--- config.mk ---
export PLATFORM = sky130hd
export DESIGN_NAME = riscv_mc_controller_flat
export DESIGN_NICKNAME = d
export VERILOG_FILES = /design/src/rtl/riscv_mc_controller_pkg.sv /design/src/rtl/riscv_mc_controller_if.sv /design/src/rtl/riscv_alu_decoder.sv /design/src/rtl/riscv_mc_controller.sv /design/src/flat_wrapper.sv
export SDC_FILE = /design/constraint.sdc
export NUM_CORES = 1
export LEC_CHECK = 0
export CORE_MARGIN = 3
export CORE_UTILIZATION = 35
export DETAILED_ROUTE_END_ITERATION = 8
export MAX_ROUTING_LAYER = met4
export PLACE_DENSITY = 0.78
export SYNTH_ARGS = -nofsm -noshare
export SYNTH_HDL_FRONTEND = slang
export SYNTH_SLANG_ARGS = --single-unit
--- constraint.sdc ---
create_clock -name clk -period 1.7 [get_ports clk]
set_input_delay 0.34 -clock clk [delete_from_list [all_inputs] [get_ports clk]]
set_output_delay 0.34 -clock clk [all_outputs]
set_load 0.1 [all_outputs]
--- src/rtl/riscv_mc_controller_pkg.sv ---
`default_nettype none
// ============================================================================
//  Module      : riscv_mc_controller_pkg
//  Description : Shared types and encodings for the multicycle RISC-V
//                controller: FSM state enum, opcodes, ALU operation codes
//                and datapath mux-select encodings.
//  Revision    : 1.0 - initial release
// ============================================================================
package riscv_mc_controller_pkg;

    // Controller states. TRAP is only reachable when the illegal-opcode
    // trap is built in; otherwise its encoding is simply never entered.
    typedef enum logic [3:0] {
        ST_FETCH    = 4'd0,
        ST_DECODE   = 4'd1,
        ST_MEMADR   = 4'd2,
        ST_MEMREAD  = 4'd3,
        ST_MEMWB    = 4'd4,
        ST_MEMWRITE = 4'd5,
        ST_EXECR    = 4'd6,
        ST_EXECI    = 4'd7,
        ST_ALUWB    = 4'd8,
        ST_BEQ      = 4'd9,
        ST_JAL      = 4'd10,
        ST_TRAP     = 4'd11
    } state_t;

    // Supported opcodes
    localparam logic [6:0] OP_LW  = 7'b0000011;
    localparam logic [6:0] OP_SW  = 7'b0100011;
    localparam logic [6:0] OP_R   = 7'b0110011;
    localparam logic [6:0] OP_I   = 7'b0010011;
    localparam logic [6:0] OP_BEQ = 7'b1100011;
    localparam logic [6:0] OP_JAL = 7'b1101111;

    // ALU operation codes driven to the datapath
    localparam logic [2:0] ALU_ADD = 3'b000;
    localparam logic [2:0] ALU_SUB = 3'b001;
    localparam logic [2:0] ALU_AND = 3'b010;
    localparam logic [2:0] ALU_OR  = 3'b011;
    localparam logic [2:0] ALU_SLT = 3'b100;

    // Coarse ALU request from the FSM to the funct decoder
    localparam logic [1:0] ALU_OP_ADD   = 2'b00;
    localparam logic [1:0] ALU_OP_SUB   = 2'b01;
    localparam logic [1:0] ALU_OP_FUNCT = 2'b10;

    // Memory address select
    localparam logic ADR_PC     = 1'b0;
    localparam logic ADR_ALUOUT = 1'b1;

    // Result select
    localparam logic [1:0] RES_ALUOUT = 2'b00;
    localparam logic [1:0] RES_DATA   = 2'b01;
    localparam logic [1:0] RES_ALURES = 2'b10;

    // ALU A select
    localparam logic [1:0] SRCA_PC    = 2'b00;
    localparam logic [1:0] SRCA_OLDPC = 2'b01;
    localparam logic [1:0] SRCA_RS1   = 2'b10;

    // ALU B select
    localparam logic [1:0] SRCB_RS2  = 2'b00;
    localparam logic [1:0] SRCB_IMM  = 2'b01;
    localparam logic [1:0] SRCB_FOUR = 2'b10;

    // Immediate formats
    localparam logic [1:0] IMM_I = 2'b00;
    localparam logic [1:0] IMM_S = 2'b01;
    localparam logic [1:0] IMM_B = 2'b10;
    localparam logic [1:0] IMM_J = 2'b11;

    // Immediate format depends only on the opcode, independent of state
    function automatic logic [1:0] imm_decode(input logic [6:0] op);
        logic [1:0] imm;
        case (op)
            OP_LW, OP_I: imm = IMM_I;
            OP_SW:       imm = IMM_S;
            OP_BEQ:      imm = IMM_B;
            OP_JAL:      imm = IMM_J;
            default:     imm = IMM_I;
        endcase
        return imm;
    endfunction

endpackage
`default_nettype wire

--- src/rtl/riscv_mc_controller_if.sv ---
`default_nettype none
// ============================================================================
//  Module      : riscv_mc_controller_if
//  Description : Instruction/status inputs and datapath control outputs of
//                the multicycle controller. The datapath side uses the
//                master modport, the controller uses the slave modport.
//  Revision    : 1.0 - initial release
// ============================================================================
interface riscv_mc_controller_if;
    logic [6:0] op;
    logic [2:0] funct3;
    logic       funct7b5;
    logic       zero;
    logic       mem_ready;

    logic       pc_write;
    logic       adr_src;
    logic       mem_write;
    logic       ir_write;
    logic [1:0] result_src;
    logic [1:0] alu_src_a;
    logic [1:0] alu_src_b;
    logic [2:0] alu_control;
    logic       reg_write;
    logic [1:0] imm_src;
    logic       illegal;

    modport master (
        output op, funct3, funct7b5, zero, mem_ready,
        input  pc_write, adr_src, mem_write, ir_write, result_src,
               alu_src_a, alu_src_b, alu_control, reg_write, imm_src, illegal
    );

    modport slave (
        input  op, funct3, funct7b5, zero, mem_ready,
        output pc_write, adr_src, mem_write, ir_write, result_src,
               alu_src_a, alu_src_b, alu_control, reg_write, imm_src, illegal
    );
endinterface
`default_nettype wire

--- src/rtl/riscv_alu_decoder.sv ---
`default_nettype none
// ============================================================================
//  Module      : riscv_alu_decoder
//  Description : Combinational ALU operation decoder. Turns the FSM's coarse
//                ALU request plus the funct fields into an ALU control code.
//  Revision    : 1.0 - initial release
// ============================================================================
module riscv_alu_decoder
    import riscv_mc_controller_pkg::*;
(
    input  wire logic [1:0] alu_op,
    input  wire logic [2:0] funct3,
    input  wire logic       funct7b5,
    input  wire logic       op5,
    output logic [2:0]      alu_control
);

    // op5 separates R-type (1) from I-type (0); only R-type may subtract
    always_comb begin
        alu_control = ALU_ADD;
        case (alu_op)
            ALU_OP_ADD: alu_control = ALU_ADD;
            ALU_OP_SUB: alu_control = ALU_SUB;
            ALU_OP_FUNCT: begin
                case (funct3)
                    3'b000:  alu_control = (op5 && funct7b5) ? ALU_SUB : ALU_ADD;
                    3'b010:  alu_control = ALU_SLT;
                    3'b110:  alu_control = ALU_OR;
                    3'b111:  alu_control = ALU_AND;
                    default: alu_control = ALU_ADD;
                endcase
            end
            default: alu_control = ALU_ADD;
        endcase
    end

endmodule
`default_nettype wire

--- src/rtl/riscv_mc_controller.sv ---
`default_nettype none
// ============================================================================
//  Module      : riscv_mc_controller
//  Description : Moore-style multicycle RISC-V control FSM (lw, sw, R-type,
//                I-type ALU, beq, jal). Memory handshakes stall on mem_ready.
//                Build option CTRL_ILLEGAL_TRAP_EN: unsupported opcodes enter
//                a TRAP state that raises a sticky illegal flag until reset;
//                without it they are skipped and illegal stays 0.
//  Revision    : 1.0 - initial release
// ============================================================================
module riscv_mc_controller
    import riscv_mc_controller_pkg::*;
(
    input  wire logic clk,
    input  wire logic rst_n,
    riscv_mc_controller_if.slave bus
);

    state_t     state;
    state_t     state_next;

    logic       ready_eff;
    logic [1:0] alu_op;

    logic       pc_write;
    logic       adr_src;
    logic       mem_write;
    logic       ir_write;
    logic [1:0] result_src;
    logic [1:0] alu_src_a;
    logic [1:0] alu_src_b;
    logic       reg_write;
    logic [2:0] alu_control;

    // While reset is held the handshake is masked so FETCH raises no enables
    assign ready_eff = bus.mem_ready & rst_n;

    // State register, asynchronously forced to FETCH by reset
    always_ff @(posedge clk or negedge rst_n) begin
        if (!rst_n) begin
            state <= ST_FETCH;
        end else begin
            state <= state_next;
        end
    end

    // Next-state and per-state control outputs
    always_comb begin
        state_next = state;
        pc_write   = 1'b0;
        adr_src    = ADR_PC;
        mem_write  = 1'b0;
        ir_write   = 1'b0;
        result_src = RES_ALUOUT;
        alu_src_a  = SRCA_PC;
        alu_src_b  = SRCB_RS2;
        alu_op     = ALU_OP_ADD;
        reg_write  = 1'b0;

        case (state)
            ST_FETCH: begin
                adr_src    = ADR_PC;
                alu_src_a  = SRCA_PC;
                alu_src_b  = SRCB_FOUR;
                result_src = RES_ALURES;
                ir_write   = ready_eff;
                pc_write   = ready_eff;
                if (ready_eff) begin
                    state_next = ST_DECODE;
                end
            end
            ST_DECODE: begin
                // Precompute branch/jump target PC_old + imm while decoding
                alu_src_a = SRCA_OLDPC;
                alu_src_b = SRCB_IMM;
                case (bus.op)
                    OP_LW, OP_SW: state_next = ST_MEMADR;
                    OP_R:         state_next = ST_EXECR;
                    OP_I:         state_next = ST_EXECI;
                    OP_BEQ:       state_next = ST_BEQ;
                    OP_JAL:       state_next = ST_JAL;
`ifdef CTRL_ILLEGAL_TRAP_EN
                    default:      state_next = ST_TRAP;
`else
                    default:      state_next = ST_FETCH;
`endif
                endcase
            end
            ST_MEMADR: begin
                alu_src_a  = SRCA_RS1;
                alu_src_b  = SRCB_IMM;
                state_next = (bus.op == OP_LW) ? ST_MEMREAD : ST_MEMWRITE;
            end
            ST_MEMREAD: begin
                adr_src = ADR_ALUOUT;
                if (ready_eff) begin
                    state_next = ST_MEMWB;
                end
            end
            ST_MEMWB: begin
                result_src = RES_DATA;
                reg_write  = 1'b1;
                state_next = ST_FETCH;
            end
            ST_MEMWRITE: begin
                // Strobe stays up for the whole access, not just the last cycle
                adr_src   = ADR_ALUOUT;
                mem_write = 1'b1;
                if (ready_eff) begin
                    state_next = ST_FETCH;
                end
            end
            ST_EXECR: begin
                alu_src_a  = SRCA_RS1;
                alu_src_b  = SRCB_RS2;
                alu_op     = ALU_OP_FUNCT;
                state_next = ST_ALUWB;
            end
            ST_EXECI: begin
                alu_src_a  = SRCA_RS1;
                alu_src_b  = SRCB_IMM;
                alu_op     = ALU_OP_FUNCT;
                state_next = ST_ALUWB;
            end
            ST_ALUWB: begin
                result_src = RES_ALUOUT;
                reg_write  = 1'b1;
                state_next = ST_FETCH;
            end
            ST_BEQ: begin
                // ALU out still holds the target computed in DECODE
                alu_src_a  = SRCA_RS1;
                alu_src_b  = SRCB_RS2;
                alu_op     = ALU_OP_SUB;
                result_src = RES_ALUOUT;
                pc_write   = bus.zero;
                state_next = ST_FETCH;
            end
            ST_JAL: begin
                // Load PC with target while computing link value PC_old + 4
                alu_src_a  = SRCA_OLDPC;
                alu_src_b  = SRCB_FOUR;
                result_src = RES_ALUOUT;
                pc_write   = 1'b1;
                state_next = ST_ALUWB;
            end
`ifdef CTRL_ILLEGAL_TRAP_EN
            ST_TRAP: begin
                state_next = ST_TRAP;
            end
`endif
            default: begin
                state_next = ST_FETCH;
            end
        endcase
    end

    riscv_alu_decoder u_alu_decoder (
        .alu_op      (alu_op),
        .funct3      (bus.funct3),
        .funct7b5    (bus.funct7b5),
        .op5         (bus.op[5]),
        .alu_control (alu_control)
    );

`ifdef CTRL_ILLEGAL_TRAP_EN
    logic illegal_q;

    // Sticky flag, raised on the edge that enters TRAP so it is visible in TRAP
    always_ff @(posedge clk or negedge rst_n) begin
        if (!rst_n) begin
            illegal_q <= 1'b0;
        end else if (state_next == ST_TRAP) begin
            illegal_q <= 1'b1;
        end
    end

    assign bus.illegal = illegal_q;
`else
    assign bus.illegal = 1'b0;
`endif

    assign bus.pc_write    = pc_write;
    assign bus.adr_src     = adr_src;
    assign bus.mem_write   = mem_write;
    assign bus.ir_write    = ir_write;
    assign bus.result_src  = result_src;
    assign bus.alu_src_a   = alu_src_a;
    assign bus.alu_src_b   = alu_src_b;
    assign bus.alu_control = alu_control;
    assign bus.reg_write   = reg_write;
    assign bus.imm_src     = imm_decode(bus.op);

endmodule
`default_nettype wire
--- src/flat_wrapper.sv ---
// flat-port wrapper written by rule: the top's interface ports become plain ports
module riscv_mc_controller_flat import riscv_mc_controller_pkg::*;
  (clk, rst_n, bus_op, bus_funct3, bus_funct7b5, bus_zero, bus_mem_ready, bus_pc_write, bus_adr_src, bus_mem_write, bus_ir_write, bus_result_src, bus_alu_src_a, bus_alu_src_b, bus_alu_control, bus_reg_write, bus_imm_src, bus_illegal);
  riscv_mc_controller_if bus_i ();
  input  wire logic clk;
  input  wire logic rst_n;
  input wire logic [$bits(bus_i.op)-1:0] bus_op;
  input wire logic [$bits(bus_i.funct3)-1:0] bus_funct3;
  input wire logic [$bits(bus_i.funct7b5)-1:0] bus_funct7b5;
  input wire logic [$bits(bus_i.zero)-1:0] bus_zero;
  input wire logic [$bits(bus_i.mem_ready)-1:0] bus_mem_ready;
  output wire logic [$bits(bus_i.pc_write)-1:0] bus_pc_write;
  output wire logic [$bits(bus_i.adr_src)-1:0] bus_adr_src;
  output wire logic [$bits(bus_i.mem_write)-1:0] bus_mem_write;
  output wire logic [$bits(bus_i.ir_write)-1:0] bus_ir_write;
  output wire logic [$bits(bus_i.result_src)-1:0] bus_result_src;
  output wire logic [$bits(bus_i.alu_src_a)-1:0] bus_alu_src_a;
  output wire logic [$bits(bus_i.alu_src_b)-1:0] bus_alu_src_b;
  output wire logic [$bits(bus_i.alu_control)-1:0] bus_alu_control;
  output wire logic [$bits(bus_i.reg_write)-1:0] bus_reg_write;
  output wire logic [$bits(bus_i.imm_src)-1:0] bus_imm_src;
  output wire logic [$bits(bus_i.illegal)-1:0] bus_illegal;
  assign bus_i.op = bus_op;
  assign bus_i.funct3 = bus_funct3;
  assign bus_i.funct7b5 = bus_funct7b5;
  assign bus_i.zero = bus_zero;
  assign bus_i.mem_ready = bus_mem_ready;
  assign bus_pc_write = bus_i.pc_write;
  assign bus_adr_src = bus_i.adr_src;
  assign bus_mem_write = bus_i.mem_write;
  assign bus_ir_write = bus_i.ir_write;
  assign bus_result_src = bus_i.result_src;
  assign bus_alu_src_a = bus_i.alu_src_a;
  assign bus_alu_src_b = bus_i.alu_src_b;
  assign bus_alu_control = bus_i.alu_control;
  assign bus_reg_write = bus_i.reg_write;
  assign bus_imm_src = bus_i.imm_src;
  assign bus_illegal = bus_i.illegal;
  riscv_mc_controller u_core (.clk(clk), .rst_n(rst_n), .bus(bus_i));
endmodule
==> results of run 1 <==
==> cell families after synthesis <==
| kind of cell | share of synthesized area, % |
|---|---|
| simple gates | 40.33 |
| fa+ha+maj | 4.073 |
| compound gates | 27.09 |
| xor+xnor | 2.852 |
| buf+inv | 8.757 |
| other cells | 0.6104 |
| flops | 16.29 |
==> synth_stat cells <==
master	n	area [um2]
o32ai_2	1	16.27
buf_2	4	20.02
ha_1	2	25.02
dfrtp_1	4	100.1
inv_1	5	18.77
nor2b_1	1	6.260
a31oi_1	2	12.51
nor3_1	5	25.02
o21ba_2	1	10.01
nor4_1	3	18.77
nor4bb_1	1	10.01
a211oi_1	4	30.03
xnor2_1	1	8.760
nor4_2	1	12.51
and3_1	3	18.77
nor4b_1	1	8.760
a21oi_1	6	30.03
nand3b_1	2	15.01
o22ai_1	1	6.260
nor3b_1	1	7.510
or2_1	2	12.51
a211oi_2	1	12.51
a21o_1	2	15.01
nand2b_1	5	31.28
o21ai_0	5	25.02
buf_4	2	15.01
nand3_1	1	5.000
nand4bb_1	1	11.26
nor2_1	10	37.54
a311oi_1	1	8.760
nor2b_2	1	8.760
xor2_1	1	8.760
conb_1	1	3.750
nand2_1	5	18.77
==> per-stage QoR <==
stage / std cells / instance area (um2) / setup WS, ns
after floorplan: 87 / 803.3 / -0.8316
after global placement: 159 / 1473 / -0.3807
after detailed placement: 159 / 1473 / -0.4366
==> metrics.md, run 1 <==
| Metric | Value |
|---|---|
| Post-Syn Area | `614.3 um2` |
| Post-CTS Repair Setup Buffers | `10` |
| Yosys reg bits | `4` |
| Stopped at | `clock tree synthesis` |
| Yosys Warn Count | `0` |
| CTS Buf Count | `3` |
| Final HPWL DP | `2.174 mm` |
| Initial core utilization | `38.97%` |
| Cts hold-fix bufs | `0` |
| Status | `did not finish` |
| Synthesized area per cell | `7.061 um2` |
| CTS sink cnt | `4` |
| # rows | `14` |
| Post-synth net total | `104` |
| GP Congestion | `0.7722` |
| Cts repair resizes | `56` |
| # IOs | `32` |
| Error msg | `[ERROR DPL-0038] Utilization greater than 100%, impossible to legalize` |
| Synth cell types | `34` |
| Number of I/O port buffers | `30` |
| Post-Syn Instances | `87` |
| Clk buf depth | `2` |
| Sequential fraction of the synthesis area | `16.29%` |
| CTS root buffer | `clkbuf_4` |
| Die Width | `47.90 um` |
| Die height | `47.90 um` |
| CTS H-tree lvls | `1` |
==> run 2: changes to the inputs <==
--- a/config.mk
+++ b/config.mk
@@ -5,11 +5,10 @@
 export SDC_FILE = /design/constraint.sdc
 export NUM_CORES = 1
 export LEC_CHECK = 0
-export CORE_MARGIN = 3
-export CORE_UTILIZATION = 35
+export CORE_AREA = 3 3 64 66
 export DETAILED_ROUTE_END_ITERATION = 8
-export MAX_ROUTING_LAYER = met4
-export PLACE_DENSITY = 0.78
+export DIE_AREA = 0 0 67 69
+export PLACE_DENSITY_LB_ADDON = 0.15
 export SYNTH_ARGS = -nofsm -noshare
 export SYNTH_HDL_FRONTEND = slang
 export SYNTH_SLANG_ARGS = --single-unit
==> constraint.sdc (replaced) <==
create_clock -name clk -period 2.2 [get_ports clk]
set_input_delay 0.44 -clock clk [delete_from_list [all_inputs] [get_ports clk]]
set_output_delay 0.44 -clock clk [all_outputs]
set_load 0.1 [all_outputs]
==> run 2 against run 1 <==
Synthesized area did not move; synthesized cell count did not move; the flow now finishes, with violations (setup timing).
==> metrics.md, run 2 <==
| Metric | Value |
|---|---|
| Status | `finished, violations left` |
| Violated checks | `setup timing` |
| Leak | `0.6104 nW` |
| Worst EP arrival | `1.76 ns` |
| CTS sink cnt | `4 (unchanged)` |
| CP delay by family, top | `simple AND/OR/NAND/NOR gates` |
| Peak VDD IR | `280.5 uV` |
| Core ar. | `3633 um2` |
| Multi-input logic area | `596.8 um2` |
| Sw Pwr | `0.0002172 W` |
| Post-Syn Area | `614.3 um2 (unchanged)` |
| Compound-Gate Fraction of Synth Area | `27.09% (unchanged)` |
| Tot Pwr | `0.0005322 W` |
| Crit path launch type | `flop` |
| Vias in the first global route | `819` |
| CTS tree | `yes` |
| First-pass GRT wire length | `3.608 mm` |
| Setup ws final | `-0.0004985 ns` |
| Post-Syn Instances | `87 (unchanged)` |
| Maxcap violations | `0` |
| Die height | `69 um (+44%)` |
| CTS root buffer | `clkbuf_8` |
| Synth cell types | `34 (unchanged)` |
| Count of flip-flops with a built-in enable after synthesis | `0 (unchanged)` |
| Detail Route Antenna Nets | `0` |
| RSZ-0062 raised after global routing | `true` |
| Via density | `4.420` |
| CP Max Fanout | `3` |
| Power density over the cells | `362.6 nW/um2` |
| Largest register by flop count | `u_core.state` |
| Sequential fraction of design power | `14.8%` |
| Iter 0 DRT Violations | `27` |
| Final max-slew violation count | `0` |
| Initial core utilization | `16.91% (-22 points)` |
| Yosys Warn Count | `0 (unchanged)` |
| Fin cells | `188` |
| Fraction of layout cells with a size suffix above 1 | `49.29%` |
| Fillers | `381` |
| Crit path kind | `reg -> out` |
| Post-synth ARST share | `100.0% (unchanged)` |
| Max Freq | `454.4 MHz` |
| Slowest-stage cell, CP | `dfrtp_1` |
| Combinational fraction of design power | `57.3%` |
| Fin crit share | `100.0%` |
| DR pass1 iterations | `4` |
| Clk_skew | `0.0001006 ns` |
| Sequential fraction of the synthesis area | `16.29% (unchanged)` |
| Util after Layout | `40.39%` |
| Worst path required time | `1.76 ns` |
| Fin crit period | `2.200 ns` |
| Grt ovf | `0` |
| Post-DR wirelength/cell | `12.20 um` |
| CTS H-tree lvls | `1 (unchanged)` |
| Place WS | `-0.07651 ns (+0.3601 ns)` |
| Regs by FF count | `u_core.state: 4 flops` |
| Largest family of logic cells by synthesized area | `simple AND/OR/NAND/NOR gates` |
| Post-synthesis simple-gate area fraction | `40.33% (unchanged)` |
| Clock Power Share | `27.9%` |
| Seq. cell area | `100.1 um2` |
| Largest net degree at the start of global routing | `16` |
| # IOs | `32 (unchanged)` |
| Critical path cell sequence | `nand2b_4 > or2_4 > ha_4 > nor4_4 > buf_12` |
| Reg-to-reg startpoint | `u_core.state[0]` |
| Commonest non-fill, non-tap cell in the layout | `buf_4` |
| GRT Total Usage | `9.648%` |
| Final hold viol count | `0` |
| Clk_lat worst skew | `0.21 ns` |
| CTS Buf Count | `3 (unchanged)` |
| Clk buf depth | `2 (unchanged)` |
| Yosys reg bits | `4 (unchanged)` |
| Number of I/O port buffers | `30 (unchanged)` |
| Mux cell area share after synthesis | `0% (unchanged)` |
| Initial antenna violation count | `0` |
| Die ar. | `4623 um2` |
| Post-synth net total | `104 (unchanged)` |
| Sw Ratio | `40.81%` |
| Post-synth top flop | `dfrtp_1` |
| R2r setup slk | `0.63 ns` |
| Bufs and invs on worst path | `1` |
| Final setup vio count | `1` |
| Element type at the critical path end | `output port` |
| Post-synthesis xor/xnor area fraction | `2.851% (unchanged)` |
| Fin nets | `159` |
| DRC violations left | `0` |
| Synthesized area per cell | `7.061 um2 (unchanged)` |
| Setup TNS Final | `-0.0004985 ns` |
| # rows | `22 (+8)` |
| Yosys top cell area share | `16.29% (unchanged)` |
| Synth area leader | `dfrtp_1` |
| Internal | `0.0003150 W` |
| Reg clk slew, reported paths | `0.03 ns` |
| Ranking of synthesized cells by area | `dfrtp_1 16%, nor2_1 6.1%, nand2b_1 5.1%` |
| R2r worst-path depth | `5` |
| Placed Cells | `178 (+12%)` |
| GP Congestion | `0.8315 (+7.7%)` |
| Critical R2R Capture | `u_core.state[0]` |
| Die Width | `67 um (+40%)` |
| Post-synth top cells | `10 x nor2_1, 6 x a21oi_1` |
| Hold crit path type | `in -> async` |
| N_diodes | `0` |
| Most frequent cell after synthesis | `nor2_1` |
| Largest stage delay, worst path | `0.36 ns` |
| Max FFs per register | `4` |
| Final HPWL DP | `1.812 mm (-17%)` |
| Final WL | `2.294 mm` |
| Synth Area in Adders | `4.073% (unchanged)` |
| Area Growth Syn to Fin | `138.9%` |
| Routed via count | `831` |
| Most frequent cells in the layout | `26 x buf_4, 16 x buf_12, 10 x clkdlybuf4s50_1, 6 x nor2_1, 6 x a21oi_1` |
-- run 2: cell counts after synthesis --
No cell type changed its count.
-- run 2: metrics by stage --
step           hold WS (ns)  cell area (um2)
2_1_floorplan        0.1444            745.7
3_3_place_gp         0.6554             1368
3_5_place_dp         0.6563             1368
4_1_cts              0.5266             1426
5_1_grt              0.5481             1468
6_report             0.5270             1468
-- run 2: cells by family (layout without fill, tap and decap cells) --
kind of cell / after synthesis / in the layout
simple gates: 43 / 43
compound gates: 24 / 24
buf+inv: 11 / 64
flops: 4 / 4
fa+ha+maj: 2 / 2
xor+xnor: 2 / 2
other cells: 1 / 1
-- run 2: area by class of cell --
cell class              instances  area share [%]
repair buffers                 56           44.33
multi-input cells              72           40.66
flip-flops and latches          4           6.820
well taps                      48           4.092
clock buffers                   3           2.813
inverters                       5           1.279
-- run 2: repair_timing --
action                                  in CTS  in global routing
pin swaps                                    5                  4
buffers inserted                             3                  4
endpoints found under the setup margin       2                  3
endpoints found under the hold margin        0                  0
hold buffers                                 0                  0
gates resized for setup                      4                  3
-- run 2: metal layers --
layer / wire length [um] / GRT usage (%)
met5: 0 / 0
met3: 118 / 1.303
met4: 42 / 3.829
met2: 1170 / 16.48
met1: 963 / 11.83
-- run 2: worst reg2reg max path, delay by kind of cell (launching register included) --
kind,cells,cell delay [ns]
and+or+nand+nor,3,0.48
AOI/OAI and AO/OA,1,0.36
DFF,1,0.39
buffers and inverters,1,0.21
-- run 2: how the worst max path moves through the flow --
stage	startpoint	end	slack, ns	cells after the start
final	u_core.state[1]	bus_alu_control[2]	-0.0005	5
after global routing	bus_op[4]	bus_imm_src[0]	-0.06	6
after CTS	u_core.state[2]	bus_alu_control[2]	-0.005	5
after detailed placement	bus_op[2]	bus_imm_src[0]	-0.08	6
after global placement	bus_op[3]	bus_imm_src[0]	-0.06	6
after floorplan	u_core.state[2]	bus_alu_control[2]	-0.44	5
-- run 2: power by group through the flow --
stage               Combinational, W  Clock [W]  Sequential, W
floorplan                   0.000176          0      0.0000816
global placement            0.000299          0      0.0000804
detailed placement          0.000300          0      0.0000803
CTS                         0.000301   0.000153      0.0000789
global route                0.000319   0.000157      0.0000791
finish                      0.000305   0.000148      0.0000789
No activity file was read; power rests on OpenSTA's default activity.
